[src/rtl/board_mem_arbiter.sv]
// ---------------------------------------------------------------------------
// board_mem_arbiter
//
// Shares one single-port synchronous board-state RAM between the grid
// renderer and two game-logic requesters. The renderer owns the RAM address
// bus whenever the FSM is in IDLE or ACK. Requester transactions are granted
// only during stable vertical blanking. A round-robin arbiter picks between
// the two requesters, and each requester uses a 4-phase req/ack handshake.
//
// Ports:
//   clk, rst                 pixel clock, asynchronous active-low reset
//   vblnk                    vertical blanking flag from the VGA timing chain
//   render_addr/render_data  renderer cell address / cell state (= mem_rdata)
//   req*/we*/addr*/wdata*    requester transaction (held until ack)
//   ack*                     transaction complete, held until req drops
//   rdata, err               read result / out-of-range flag, valid with ack
//   mem_addr/we/wdata/rdata  RAM interface (read latency 1)
// ---------------------------------------------------------------------------
module board_mem_arbiter #(
  parameter int GRID_SIZE = 10,
  parameter int CELL_W    = 2,
  parameter int ADDR_W    = 7
) (
  input  logic              clk,
  input  logic              rst,
  input  logic              vblnk,
  input  logic [ADDR_W-1:0] render_addr,
  output logic [CELL_W-1:0] render_data,
  input  logic              req0,
  input  logic              req1,
  input  logic              we0,
  input  logic              we1,
  input  logic [ADDR_W-1:0] addr0,
  input  logic [ADDR_W-1:0] addr1,
  input  logic [CELL_W-1:0] wdata0,
  input  logic [CELL_W-1:0] wdata1,
  output logic              ack0,
  output logic              ack1,
  output logic [CELL_W-1:0] rdata,
  output logic              err,
  output logic [ADDR_W-1:0] mem_addr,
  output logic              mem_we,
  output logic [CELL_W-1:0] mem_wdata,
  input  logic [CELL_W-1:0] mem_rdata
);

  typedef enum logic [1:0] {IDLE, ISSUE, ACK} state_e;

  localparam logic [ADDR_W:0] NUM_CELLS = (ADDR_W + 1)'(GRID_SIZE * GRID_SIZE);

  state_e              state_q,    state_d;
  logic                vblnk_d_q;
  logic                rr_last_q,  rr_last_d;
  logic                grant_q,    grant_d;   // 0 = req0, 1 = req1
  logic [ADDR_W-1:0]   addr_q,     addr_d;
  logic                we_q,       we_d;
  logic [CELL_W-1:0]   wdata_q,    wdata_d;
  logic                err_pend_q, err_pend_d;
  logic                ack0_q,     ack0_d;
  logic                ack1_q,     ack1_d;
  logic                err_q,      err_d;
  logic [CELL_W-1:0]   rdata_q,    rdata_d;
  logic                capture_q,  capture_d;

  // Candidate winner and its request fields, evaluated every cycle.
  logic                win_sel;
  logic [ADDR_W-1:0]   addr_sel;
  logic                we_sel;
  logic [CELL_W-1:0]   wdata_sel;
  logic                oor_sel;
  logic                granted_req;
  logic [CELL_W-1:0]   rd_new;

  // With both requesting, the one that did not win last time goes next.
  assign win_sel     = (req0 && req1) ? ~rr_last_q : req1;
  assign addr_sel    = win_sel ? addr1  : addr0;
  assign we_sel      = win_sel ? we1    : we0;
  assign wdata_sel   = win_sel ? wdata1 : wdata0;
  assign oor_sel     = ({1'b0, addr_sel} >= NUM_CELLS);
  assign granted_req = grant_q ? req1 : req0;

  // The RAM returns the ISSUE-cycle read on mem_rdata during the first ACK
  // cycle. rdata passes it straight through in that cycle and holds the
  // captured copy afterwards, once the renderer has taken the address bus back.
  assign rd_new = err_pend_q ? '0 : mem_rdata;

  always_comb begin
    // NOTE: every variable gets a default before the case so that no path
    // leaves it unassigned; a missing default here would infer a latch.
    state_d    = state_q;
    rr_last_d  = rr_last_q;
    grant_d    = grant_q;
    addr_d     = addr_q;
    we_d       = we_q;
    wdata_d    = wdata_q;
    err_pend_d = err_pend_q;
    ack0_d     = ack0_q;
    ack1_d     = ack1_q;
    err_d      = err_q;
    rdata_d    = rdata_q;
    capture_d  = 1'b0;

    case (state_q)
      IDLE: begin
        // Both vblnk samples must be high, so a grant is never issued on the
        // cycle blanking begins.
        if (vblnk && vblnk_d_q && (req0 || req1)) begin
          state_d    = ISSUE;
          grant_d    = win_sel;
          rr_last_d  = win_sel;
          addr_d     = addr_sel;
          wdata_d    = wdata_sel;
          err_pend_d = oor_sel;
          we_d       = we_sel && !oor_sel;
        end
      end
      ISSUE: begin
        // Always completes, even if vblnk falls during this cycle.
        state_d   = ACK;
        capture_d = 1'b1;
        err_d     = err_pend_q;
        if (grant_q) ack1_d = 1'b1;
        else         ack0_d = 1'b1;
      end
      ACK: begin
        if (!granted_req) begin
          state_d = IDLE;
          ack0_d  = 1'b0;
          ack1_d  = 1'b0;
          err_d   = 1'b0;
          rdata_d = '0;
        end else if (capture_q) begin
          rdata_d = rd_new;
        end
      end
      default: state_d = IDLE;
    endcase
  end

  // NOTE: sequential state uses non-blocking assignments so every flop
  // samples the values present before the clock edge.
  always_ff @(posedge clk or negedge rst) begin
    if (!rst) begin
      state_q    <= IDLE;
      vblnk_d_q  <= 1'b0;
      rr_last_q  <= 1'b1;
      grant_q    <= 1'b0;
      addr_q     <= '0;
      we_q       <= 1'b0;
      wdata_q    <= '0;
      err_pend_q <= 1'b0;
      ack0_q     <= 1'b0;
      ack1_q     <= 1'b0;
      err_q      <= 1'b0;
      rdata_q    <= '0;
      capture_q  <= 1'b0;
    end else begin
      state_q    <= state_d;
      vblnk_d_q  <= vblnk;
      rr_last_q  <= rr_last_d;
      grant_q    <= grant_d;
      addr_q     <= addr_d;
      we_q       <= we_d;
      wdata_q    <= wdata_d;
      err_pend_q <= err_pend_d;
      ack0_q     <= ack0_d;
      ack1_q     <= ack1_d;
      err_q      <= err_d;
      rdata_q    <= rdata_d;
      capture_q  <= capture_d;
    end
  end

  // RAM ownership: the latched request drives the RAM only in ISSUE.
  assign mem_addr    = (state_q == ISSUE) ? addr_q : render_addr;
  assign mem_we      = (state_q == ISSUE) && we_q;
  assign mem_wdata   = wdata_q;
  assign render_data = mem_rdata;

  assign ack0  = ack0_q;
  assign ack1  = ack1_q;
  assign err   = err_q;
  assign rdata = capture_q ? rd_new : rdata_q;

  // A requester must keep req high until it sees ack.
  a_req_held : assert property (@(posedge clk) disable iff (!rst)
    (state_q == ISSUE) |-> granted_req);

endmodule

[config.mk]
export PLATFORM = sky130hd
export DESIGN_NAME = board_mem_arbiter
export DESIGN_NICKNAME = d
export VERILOG_FILES = /design/src/rtl/board_mem_arbiter.sv
export SDC_FILE = /design/constraint.sdc
export NUM_CORES = 1
export LEC_CHECK = 0
export BUFFER_PORTS_ARGS = -buffer_cell sky130_fd_sc_hd__buf_2
export CAP_MARGIN = 20
export CORE_MARGIN = 5
export CORE_UTILIZATION = 47
export DETAILED_ROUTE_END_ITERATION = 16
export PLACE_DENSITY = 0.8
export SYNTH_ARGS = -nofsm -noshare
export SYNTH_HDL_FRONTEND = slang
export SYNTH_SLANG_ARGS = --single-unit
[constraint.sdc]
create_clock -name clk -period 1.96 [get_ports clk]
set_input_delay 0.392 -clock clk [delete_from_list [all_inputs] [get_ports clk]]
set_output_delay 0.392 -clock clk [all_outputs]
set_load 0.01 [all_outputs]
=== Word level (Yosys, flattened, before mapping) ===
Cells that the tools add are included.

* Reductions and logical operators: 14
* Bitwise logic cells: 1
* Div/mod/pow operators: 0
* Eq/ne operators: 6
* $lt $le $gt $ge: 1
* Multiplexer cells: 19
* Multiply operators: 0
* Shift-type cells: 0
* Add/sub/neg operators: 0

{| class="wikitable"
|+ Operators with widths
! operator !! count
|-
| 7-bit two-way mux || 2
|-
| 2-bit two-way mux || 6
|-
| 2-bit != test (second input constant) || 4
|-
| 7-bit >= comparator (second input constant) || 1
|-
| 1-bit two-way mux || 7
|-
| 1-bit one-hot mux with 2 select lines || 3
|-
| 2-bit one-hot mux with 3 select lines || 1
|-
| 2-bit AND reduction || 3
|-
| 3-bit AND reduction || 2
|-
| 1-bit logical AND || 5
|-
| 2-bit by 1-bit equality test with 1-bit output (second input constant) || 1
|-
| 2-bit equality test (second input constant) || 1
|-
| 2-bit logical NOT || 1
|-
| 2-bit nonzero test || 1
|-
| 1-bit logical NOT || 1
|-
| 1-bit logical OR || 1
|-
| 1-bit NOT || 1
|}

* Word-level logic and storage cells: 54
* Bits in writable memories: 0
* Memories: 0
* Memory bits (read-only): 0
* Bits of input ports: 34
* Bits in registers: 22
* Output and inout port bits: 17
* Latch bits: 0

=== Longest topological paths before layout ===
* Depth after elaboration: 6
* Depth in mapped cells: 5

=== Worst setup path before layout ===
Ideal clock, no wire load.

* Path type: register to register
* From: register state_q[0]
* To: register addr_q[0]
* Setup slack: 376 ps
* Arrival time: 1459 ps
* Stages on the path, launching flop included: 5
* Period minus slack after synthesis: 1584 ps
* Setup time: 125 ps
* Data required time: 1835 ps
* Cells stage by stage: dfrtp_1 > or4_4 > clkinv_4 > buf_12 > mux2_4

* Cells in the longest elaborated chain, start to end: 2

{| class="wikitable"
|+ Ends and longest elaborated chain
! item !! line !! text
|-
| start: declaration || 51 || <nowiki>state_e state_q, state_d;</nowiki>
|-
| start signal: assignment || 158 || <nowiki>state_q <= state_d;</nowiki>
|-
| 2-bit logical NOT || 103 || <nowiki>case (state_q)</nowiki>
|-
| 2-bit AND reduction (no line) || n/a ||
|-
| end signal: assignment || 162 || <nowiki>addr_q <= addr_d;</nowiki>
|-
| end: declaration || 55 || <nowiki>logic [ADDR_W-1:0] addr_q, addr_d;</nowiki>
|}

Every way passes these cells.
A chain may end at the register's enable or synchronous reset.

=== Worst setup path in the final report ===
* From: register state_q[1]
* To: output port mem_addr[3]

* Cells in the longest elaborated chain, start to end: 2

{| class="wikitable"
|+ Ends and longest elaborated chain
! item !! line !! text
|-
| 2-bit by 1-bit equality test with 1-bit output || 175 || <nowiki>assign mem_addr = (state_q == ISSUE) ? addr_q : render_addr;</nowiki>
|-
| 7-bit two-way mux || 175 ||
|-
| end: declaration || 41 || <nowiki>output logic [ADDR_W-1:0] mem_addr,</nowiki>
|}

Every way passes these cells.

==> impl_results.md <==
- Crit. End Element: output pin
- Maximum frequency from static timing analysis: 0.5367 GHz
- Mapped cell area: 0.001195 mm²
- Total CTS buffers: 3
- Share of Yosys cell area claimed by the top area cell type: 43.98%
- Gp weighted congestion: 0.7686
- Estimated wirelength of the detail-placed design: 2.124 mm
- Share of the yosys chip area belonging to registers: 46.18%
- Hold_buf cts: 0
- Hold slack: 30.95 ps
- Critical Path Max Stage Delay: 480 ps
- Top post-synthesis cells by area: sky130_fd_sc_hd__dfrtp_1 44%, sky130_fd_sc_hd__mux2_4 11%, sky130_fd_sc_hd__mux2_2 11%, sky130_fd_sc_hd__nand2_1 7.5%, sky130_fd_sc_hd__a22o_1 2.9%
- Main combinational cell family by area after synthesis: multiplexers
- Cell type of the slowest stage on the worst timing path: sky130_fd_sc_hd__dfrtp_2
- Final slew viol count: 0
- Antenna fix cells: 0
- Die ar.: 0.003651 mm²
- Largest vdd supply drop: 0.5336 mV
- Number of warning messages in the yosys log: 0
- Avg Inst Size Synth: 11.49 µm²
- Number of global-route vias before repair: 1012
- Number of flip-flops and latches in the synthesized netlist: 22
- Post-synthesis to final-layout area growth: 24.50%
- Most common cell type on the critical path: sky130_fd_sc_hd__nand2_1
- Total routing usage reported by global routing: 15.53%
- Vias/cell: 5.226
- Biggest fanout along the worst timing path: 9
- Arr. time, crit path: 1470 ps
- Number of setup violations in the final report: 0
- Post-detailed-routing wire length: 2.684 mm
- Total setup buffers inserted after CTS: 0
- WL per Instance: 14.43 µm
- First-pass GRT wire length: 4.319 mm
- Outcome: finished, final reports clean
- Kind of critical path: reg2out
- Number of buffer cells added on primary ports: 50
- Hold Violations, Final: 0
- Die Wd: 60.42 µm
- Number of top-level pins: 51
- Number of distinct library cells after synthesis: 29
- Adder and majority cell fraction of the synthesized area: 0%
- Cell class contributing the biggest share of worst-path delay: flip-flops
- Share of total power in the clock network: 14.2%
- WP buf/inv: 2
- CTS Root Cell: sky130_fd_sc_hd__clkbuf_4
- Reg power frac: 49.3%
- Detailed Route Iter0 Violations: 19
- Fraction of the mapped netlist area in compound gates: 11.31%
- Row count: 18
- Net switching power: 0.4648 mW
- Ratio of cells with drive above 1 in the final layout: 54.49%
- Clock-pin slew of the registers on the worst-case setup and hold paths: 120 ps
- Portion of netlist area occupied by mux cells: 25.13%
- Initial core utilization: 48.67%
- Post-route antenna net violation count: 0
- Worst slew margin: 68.04%
- Leakage power of the design: 0.7622 nW
- Slew @ Worst Pin: 479.5 ps
- Synth area leader: sky130_fd_sc_hd__dfrtp_1
- Hold Path Class: in2async
- Vias: 972
- Startpoint type of the worst setup path: flip-flop
- Source-to-sink clock delay at the later pin of the worst-skew pair: 300 ps
- Power density of the placed cells: 987.6 mW/mm²
- Core region area: 0.002455 mm²
- Largest net degree at the start of global routing: 23
- Number of nets produced by synthesis: 138
- Overall power: 1.469 mW
- Remaining design rule violation count: 0
- Critical path cell sequence: or2b_1 -> buf_4 -> nand2_1 -> nand2_1 -> buf_2
- CTS Sinks: 22
- Post-layout nets: 191
- Area share of and/or/nand/nor cells after synthesis: 11.41%
- Setup skew after layout: 6.807 ps
- Shortest clock period the worst path allows after layout: 1863 ps
- Number of H-tree levels: 1
- Residual overflow from global routing: 0
- Number of buffers between clock root and the deepest sink: 2
- Endpoint required time on the critical path: 1570 ps
- Internal power: 1.004 mW
- Number of detailed-routing iterations run before antenna repair: 3
- Final Cycle Share: 95.07%
- TritonCTS clock tree: yes
- Cells after Synth: 104
- Max Cap Violations: 0
- Synthesized-area fraction occupied by xor and xnor cells: 0%
- Final worst setup slack: 96.64 ps
- Worst-case setup slack after placement: 258.3 ps
- Combinational fraction of design power: 36.5%
- Chip height: 60.42 µm
- Proportion of total power due to net switching: 31.63%
- Antenna violations before repair: 0
area by class of cell:
type                       instances  area [µm²]
clock buffer                       4       26.28
inverter                           5       25.02
tap                               30       37.54
timing repair buffer              53       272.8
sequential                        22       554.3
fill                             218       967.2
multi-input combinational         72       571.8
power groups by stage:
| stage | clock network, mW | registers (mW) | logic, mW |
|---|---|---|---|
| floorplan | 0 | 0.720 | 0.355 |
| global placement | 0 | 0.719 | 0.521 |
| detailed placement | 0 | 0.727 | 0.544 |
| CTS | 0.213 | 0.722 | 0.544 |
| global route | 0.233 | 0.744 | 0.587 |
| finish | 0.208 | 0.724 | 0.537 |
kinds of logic after synthesis:
logic type | count (synthesis)
buffers and inverters | 10
muxes | 24
AOI/OAI and AO/OA | 17
and+or+nand+nor | 31
DFF | 22
cell usage after synthesis, drive strengths merged:
master	n
a21boi	2
a21o	1
a22o	4
and2	1
buf	5
clkinv	2
dfrtp	21
dfstp	1
inv	3
mux2	21
mux2i	3
nand2	24
nand2b	1
nand3b	1
nor2	2
o21ai	2
o21ba	1
o21bai	1
o22ai	2
o311ai	2
o31ai	1
o41ai	1
or2b	1
or4	1
final timing paths:
check / from / endpoint / slack [ps] / cells past startpoint
max: state_q[1] / mem_addr[3] / 100 / 5
min: rst / ack1 / 30 / 1
max reg2reg: state_q[1] / addr_q[5] / 310 / 3
min reg2reg: mem_wdata[0] / mem_wdata[0] / 520 / 1
max in group asynchronous: rst / state_q[0] / 1570 / 1
min in group clk: vblnk / vblnk_d_q / 210 / 1
layer usage:
metal	share of wire, %	wire, µm	global-route usage [%]	vias up
li1	-	-	-	466
met1	44	1172	20.73	469
met2	48	1290	26.23	35
met3	7.5	201	2.979	2
met4	0.71	19	3.715	0
met5	0	0	0	-
through the flow:
stage          instances  setup TNS, ps  util [%]  cell area (µm²)
2_1_floorplan        104              0         -             1195
3_3_place_gp         182              0     59.38             1458
3_5_place_dp         182              0     59.38             1458
4_1_cts              186              0     60.50             1485
5_1_grt              186        -0.4882     60.60             1488
6_report             186              0     60.60             1488
cell usage in the layout, fill, tap and decap left out, drive strengths merged, types with 2 or more instances in the layout:
cell,synthesis,final
o22ai,2,2
clkinv,2,2
a22o,4,4
a21boi,2,2
clkbuf,0,4
buf,5,53
mux2,21,21
nand2,24,24
mux2i,3,3
nor2,2,2
inv,3,3
dfrtp,21,21
o311ai,2,2
o21ai,2,2
flip-flops by register name (all words and copies together) (netlist names), 2 cells and up:
signal and flops:
addr_q 7, mem_wdata 2, rdata_q 2, state_q 2
what timing repair did:
item	CTS	global route
gates resized for setup	1	2
setup endpoints to repair	1	6
pin swaps	0	0
No activity file was read; power rests on OpenSTA's default activity.
